File: config.mk
export PLATFORM = sky130hd
export DESIGN_NAME = sdram_bist_agent
export DESIGN_NICKNAME = d
export VERILOG_FILES = /design/src/rtl/sdram_bist_pkg.sv /design/src/rtl/sdram_bist_checker.sv /design/src/rtl/sdram_bist_agent.sv
export SDC_FILE = /design/constraint.sdc
export NUM_CORES = 1
export LEC_CHECK = 0
export CAP_MARGIN = 10
export CELL_PAD_IN_SITES_DETAIL_PLACEMENT = 2
export CELL_PAD_IN_SITES_GLOBAL_PLACEMENT = 2
export CORE_MARGIN = 2
export CORE_UTILIZATION = 34
export DETAILED_ROUTE_END_ITERATION = 10
export PLACE_DENSITY = 0.95
export SKIP_CTS_REPAIR_TIMING = 1
export SLEW_MARGIN = 20
export SYNTH_ARGS = -nofsm -noshare
export SYNTH_HDL_FRONTEND = slang
export SYNTH_HIERARCHICAL = 1
export SYNTH_SLANG_ARGS = --single-unit
File: constraint.sdc
create_clock -name clk -period 10.1 [get_ports clk]
set_clock_uncertainty 0.15 [all_clocks]
set_input_delay 1.01 -clock clk [delete_from_list [all_inputs] [get_ports clk]]
set_output_delay 1.01 -clock clk [all_outputs]
set_load 0.05 [all_outputs]
File: src/rtl/sdram_bist_pkg.sv
// Shared types and the data pattern for the SDRAM BIST agent.
// The pattern is defined on a 20-bit address; callers cast wider or narrower addresses to 20 bits first.
package sdram_bist_pkg;

    typedef enum logic [2:0] {
        IDLE,
        WRITE,
        READ,
        DRAIN,
        DONE
    } state_t;

    localparam logic [15:0] DEFAULT_SEED = 16'hA5C3;

    function automatic logic [15:0] pat(input logic [19:0] a, input logic [15:0] seed);
        return a[15:0] ^ {12'h0, a[19:16]} ^ seed;
    endfunction

endpackage

File: src/rtl/sdram_bist_checker.sv
// Read-data checker: walks its own expected address and compares returned words to the pattern.
// It counts mismatches (saturating) and keeps the address of the first mismatch of a run.
module sdram_bist_checker
    import sdram_bist_pkg::*;
#(
    parameter int                ADDR_W    = 20,
    parameter int                DATA_W    = 16,
    parameter logic [ADDR_W-1:0] BASE_ADDR = '0,
    parameter logic [15:0]       SEED      = DEFAULT_SEED
) (
    input  logic              clk,
    input  logic              rst,
    input  logic              clear,
    input  logic              load,
    input  logic              active,
    input  logic [DATA_W-1:0] rd_data,
    input  logic              rd_data_valid,
    output logic [15:0]       err_count,
    output logic [ADDR_W-1:0] first_err_addr
);

    logic [ADDR_W-1:0] exp_addr;
    logic [DATA_W-1:0] exp_data;
    logic              mismatch;

    assign exp_data = DATA_W'(pat(20'(exp_addr), SEED));
    assign mismatch = active && rd_data_valid && (rd_data != exp_data);

    always_ff @(posedge clk) begin
        if (rst) begin
            exp_addr       <= '0;
            err_count      <= '0;
            first_err_addr <= '0;
        end else if (clear) begin
            exp_addr       <= BASE_ADDR;
            err_count      <= '0;
            first_err_addr <= '0;
        end else begin
            if (load) begin
                exp_addr <= BASE_ADDR;
            end else if (active && rd_data_valid) begin
                exp_addr <= exp_addr + 1'b1;
            end
            if (mismatch) begin
                // err_count cannot return to zero within a run, so zero marks the first mismatch
                if (err_count == '0) begin
                    first_err_addr <= exp_addr;
                end
                if (err_count != 16'hFFFF) begin
                    err_count <= err_count + 1'b1;
                end
            end
        end
    end

endmodule

File: src/rtl/sdram_bist_agent.sv
// SDRAM BIST agent: writes a pattern over an address window, reads it back, and measures phase cycles.
// Optional watchdog enabled by defining SDRAM_BIST_TIMEOUT_EN.
module sdram_bist_agent
    import sdram_bist_pkg::*;
#(
    parameter int                ADDR_W    = 20,
    parameter int                DATA_W    = 16,
    parameter logic [ADDR_W-1:0] BASE_ADDR = '0,
    parameter int                NUM_WORDS = 256,
    parameter logic [15:0]       SEED      = DEFAULT_SEED,
    parameter int                TIMEOUT   = 1024
) (
    input  logic              clk,
    input  logic              rst,
    input  logic              start,
    output logic              busy,
    output logic              done,
    output logic              pass,
    output logic [15:0]       err_count,
    output logic [ADDR_W-1:0] first_err_addr,
    output logic [31:0]       wr_cycles,
    output logic [31:0]       rd_cycles,
    output logic              WrReq,
    input  logic              WrGnt,
    output logic [ADDR_W-1:0] WrAddr,
    output logic [DATA_W-1:0] WrData,
    output logic              RdReq,
    input  logic              RdGnt,
    output logic [ADDR_W-1:0] RdAddr,
    input  logic [DATA_W-1:0] RdData,
    input  logic              RdDataValid,
    output logic              timeout
);

    localparam int              CNT_W = ADDR_W + 1;
    localparam logic [CNT_W-1:0] LAST = CNT_W'(NUM_WORDS - 1);

    state_t            state;
    logic [ADDR_W-1:0] addr;
    logic [ADDR_W-1:0] addr_inc;
    logic [CNT_W-1:0]  cnt;
    logic [CNT_W-1:0]  outstanding;
    logic              in_read;
    logic              rd_inc;
    logic              rd_dec;
    logic              clear;
    logic              load;

    assign addr_inc = addr + 1'b1;
    assign in_read  = (state == READ) || (state == DRAIN);
    assign rd_inc   = (state == READ) && RdGnt;
    // A stray strobe with nothing outstanding must not wrap the counter
    assign rd_dec   = in_read && RdDataValid && ((outstanding != '0) || rd_inc);
    assign clear    = (state == IDLE) && start;
    assign load     = (state == WRITE) && WrGnt && (cnt == LAST);
    assign WrAddr   = addr;
    assign RdAddr   = addr;

`ifdef SDRAM_BIST_TIMEOUT_EN
    logic [31:0] wd;
`else
    assign timeout = 1'b0;
`endif

    always_ff @(posedge clk) begin
        if (rst) begin
            state       <= IDLE;
            busy        <= 1'b0;
            done        <= 1'b0;
            pass        <= 1'b0;
            wr_cycles   <= '0;
            rd_cycles   <= '0;
            WrReq       <= 1'b0;
            RdReq       <= 1'b0;
            WrData      <= '0;
            addr        <= '0;
            cnt         <= '0;
            outstanding <= '0;
`ifdef SDRAM_BIST_TIMEOUT_EN
            wd          <= '0;
            timeout     <= 1'b0;
`endif
        end else begin
            case (state)
                IDLE: begin
                    if (start) begin
                        busy        <= 1'b1;
                        done        <= 1'b0;
                        pass        <= 1'b0;
                        wr_cycles   <= '0;
                        rd_cycles   <= '0;
                        addr        <= BASE_ADDR;
                        WrData      <= DATA_W'(pat(20'(BASE_ADDR), SEED));
                        cnt         <= '0;
                        outstanding <= '0;
                        WrReq       <= 1'b1;
                        state       <= WRITE;
`ifdef SDRAM_BIST_TIMEOUT_EN
                        wd          <= '0;
                        timeout     <= 1'b0;
`endif
                    end
                end
                WRITE: begin
                    if (wr_cycles != '1) wr_cycles <= wr_cycles + 1'b1;
                    if (WrGnt) begin
                        if (cnt == LAST) begin
                            WrReq <= 1'b0;
                            RdReq <= 1'b1;
                            addr  <= BASE_ADDR;
                            cnt   <= '0;
                            state <= READ;
                        end else begin
                            addr   <= addr_inc;
                            WrData <= DATA_W'(pat(20'(addr_inc), SEED));
                            cnt    <= cnt + 1'b1;
                        end
                    end
                end
                READ: begin
                    if (rd_cycles != '1) rd_cycles <= rd_cycles + 1'b1;
                    if (RdGnt) begin
                        addr <= addr_inc;
                        cnt  <= cnt + 1'b1;
                        if (cnt == LAST) begin
                            RdReq <= 1'b0;
                            state <= DRAIN;
                        end
                    end
                end
                DRAIN: begin
                    if (rd_cycles != '1) rd_cycles <= rd_cycles + 1'b1;
                    if (outstanding == '0) state <= DONE;
                end
                DONE: begin
                    busy  <= 1'b0;
                    done  <= 1'b1;
                    pass  <= (err_count == '0) && !timeout;
                    state <= IDLE;
                end
                default: state <= IDLE;
            endcase

            if (in_read) begin
                outstanding <= outstanding + CNT_W'(rd_inc) - CNT_W'(rd_dec);
            end

`ifdef SDRAM_BIST_TIMEOUT_EN
            // Watchdog overrides the phase logic above when it fires
            if ((state == WRITE) || (state == READ) || (state == DRAIN)) begin
                if (WrGnt || RdGnt || RdDataValid) begin
                    wd <= '0;
                end else if (wd == 32'(TIMEOUT)) begin
                    timeout <= 1'b1;
                    WrReq   <= 1'b0;
                    RdReq   <= 1'b0;
                    state   <= DONE;
                end else begin
                    wd <= wd + 1'b1;
                end
            end
`endif
        end
    end

    sdram_bist_checker #(
        .ADDR_W    (ADDR_W),
        .DATA_W    (DATA_W),
        .BASE_ADDR (BASE_ADDR),
        .SEED      (SEED)
    ) u_checker (
        .clk            (clk),
        .rst            (rst),
        .clear          (clear),
        .load           (load),
        .active         (in_read),
        .rd_data        (RdData),
        .rd_data_valid  (RdDataValid),
        .err_count      (err_count),
        .first_err_addr (first_err_addr)
    );

endmodule

==> impl_results.md <==
* Status: completed
* Largest cells by area after synthesis: dfxtp_1 (37%), nor2_1 (6.2%), xnor2_1 (5.6%)
* Unrepaired setup endpoints after global routing: no
* Die Y-Extent at 184 µm
* Asr flop ratio synth at 0
* Design area at 13900 µm²
* Area Overhead vs Synth at 26.2%
* Clock tree sinks at 206
* Root buf cell: clkbuf_16
* Met3 Use GR at 0.0336
* Met1 Use GR at 0.328
* Pin count of the biggest net entering global routing at 61
* Slew @ Worst Pin at 1.04 ns
* Deepest clock path buffer count at 3
* Yosys cell types at 75
* Initial cell density of the core at 0.347
* FMAX at 0.193 GHz
* Pwr dens at 140 nW/µm²
* Initial DRC Count at 693
* Final Hold Fails at 0
* Average routed wire per standard cell at 25.0 µm
* Critical Path RT at 10.37 ns
* Relative slew slack at 0.303
* Largest stage delay, worst path at 0.63 ns
* Syn Inst Count at 1354
* Wirelength, routed at 48600 µm
* CTS tree: built
* H-tree depth at 1
* Detailed placement HPWL at 29900 µm
* Vias in the first global route at 12600
* Ant. Diodes at 0
* Width of the chip at 184 µm
* Site row count at 65
* Post-Syn Area at 11000 µm²
* Fin nets at 1554
* Tmin final at 5.19 ns
* Final period utilization at 0.514
* Startpoint types: register
* VDD IR max at 0.107 mV
* Share of the synthesized area in the top cell type at 0.373
* Flops & latches, synth at 206
* Vias at 11100
* Placed Area at 13100 µm²
* Number of max-slew violations in the final report at 0
* Via density at 5.71
* CP max-delay cell: a21oi_1
* Largest area contributor in the netlist: dfxtp_1
* Worst r2r src: outstanding[6]
* Initial antenna violation count at 0
* Total die area at 33900 µm²
* Syn Nets at 1414
* Pre-Repair DR Iteration Count at 5
* Core region area at 31800 µm²
* Met2 global-route usage at 0.534
* Port Buffers at 182
* Global-route wire length before repair at 76100 µm
* Placer congestion estimate at 0.823
* Mean Syn Cell Area at 8.15 µm²
* CTS buffer count at 25
* Dominant synthesized flop cell: dfxtp_1
* Post-synth EDFFs at 0
* Worst Setup Path Type: register to register
* Number of routed nets with antenna violations at 0
* Layout cell share with drive strength beyond 1 at 0.0483
* Crit path max fanout at 6
* # IOs at 184
* Max Cap Violations at 0
* GRT busiest layer: met2
* Ys Warns at 6
* Critical path endpoint category: register
* GRT overflow at 0
* CP Cell Sequence: inv_1 -> ha_1 -> nand4_1 -> nor3_1 -> o21ai_0 -> and2_1 -> ha_1 -> inv_1 -> ha_1 -> inv_1 -> fa_1 -> nor2b_1 -> o311ai_1 -> a21oi_1 -> a22oi_1 -> o32ai_1 -> nand4_1 -> a32o_1
* DRC Markers at 0
* Worst hold start: outstanding[7]
* TNS Setup at 0 ns
* Critical Path AT at 5.46 ns
* Beginning of the critical path: outstanding[6]
* Clock latency on the worst-skew pair at 0.54 ns
* CTS clk-pin slew, worst paths at 0.06 ns
* Static leakage at 4.83 nW
* Hold Path Class: register to register
* Seq/Total Area, Yosys at 0.373
* Synth top cells by count: dfxtp_1 (206), nor2_1 (181), nand2_1 (110)
* Count leader, synth: dfxtp_1
* Gr usage total at 0.284
* Setup violations, final at 0
[flip-flops by register name, summed over array words and instances, names as in the netlist, 3 cells and up]
register and count:
rd_cycles 32, u_checker/first_err_addr 20, outstanding 21, cnt 21, RdAddr 20, state 3
WrData 16, u_checker/exp_addr 20, u_checker/err_count 16, wr_cycles 32
[final timing paths]
| kind | slack (ns) | cells past startpoint | endpoint |
|---|---|---|---|
| hold reg to reg | 0.36 | 2 | outstanding[7] |
| hold / removal | 0.36 | 2 | outstanding[7] |
| setup reg to reg | 4.91 | 18 | outstanding[20] |
| setup / recovery | 4.91 | 18 | outstanding[20] |
[cells in the final DEF (no fill, tap or decap), types with 7 or more instances in the layout]
cell type	instances
nor3_1	43
inv_1	55
dfxtp_1	206
nor4_1	17
o21ai_0	60
xor2_1	71
mux2i_1	28
and4_1	8
clkbuf_16	25
nor2_1	179
ha_1	37
and3_1	31
nand2b_1	9
clkdlybuf4s50_1	181
nand3_1	77
xnor2_1	71
a211oi_1	15
nor2b_1	9
or3_1	30
and2_1	13
nand4_1	42
a21oi_1	57
nand2_1	110
a31oi_1	15
buf_4	7
[worst max-delay path: cells and delay by family, from the launching register on]
family | cells | cell delay (ns)
AOI/OAI and AO/OA | 6 | 1.90
adders and majority gates | 4 | 1.12
buffers and inverters | 3 | 0.25
DFF | 1 | 0.34
and+or+nand+nor | 5 | 1.30
[cells by family (layout without fill, tap and decap cells)]
kind of cell	after synthesis	count (layout)	share of synthesized area
DFF	206	206	0.373
adders and majority gates	38	38	0.0437
buffers and inverters	132	290	0.0559
muxes	28	28	0.0254
xor gates and xnor gates	142	142	0.113
and+or+nand+nor	607	607	0.275
other	1	1	0.000340
AOI/OAI and AO/OA	200	200	0.113
[layout make-up]
type / count / area, µm²
inverter: 56 / 210
clock inverter: 12 / 165
sequential: 206 / 4120
tap: 435 / 544
timing repair buffer: 189 / 1870
multi-input combinational: 1016 / 6310
clock buffer: 33 / 716
fill: 3462 / 17900
[through the flow]
step / power (mW) / hold slack, ns / worst slack (ns) / utilization / cells
2_1_floorplan: 0.926 / 0.303 / 6.19 / - / 1354
3_3_place_gp: 0.969 / 0.321 / 5.45 / 0.410 / 1902
3_5_place_dp: 0.975 / 0.337 / 5.08 / 0.410 / 1902
4_1_cts: 1.96 / 0.358 / 5.02 / 0.438 / 1947
5_1_grt: 2.01 / 0.385 / 4.71 / 0.438 / 1947
6_report: 1.95 / 0.357 / 4.91 / 0.438 / 1947
[routing by layer]
metal  up-vias  share of wire
met5         -              0
met4         0          0.039
met3       126          0.038
met2       331           0.52
met1      5689           0.40
li1       4979              -
[power breakdown]
group          leakage, nW  switching (mW)  internal, mW
Combinational         2.74          0.0967        0.0389
Clock                0.434           0.392         0.598
Sequential            1.66         0.00926         0.820
(Power assumes the default switching activity.)
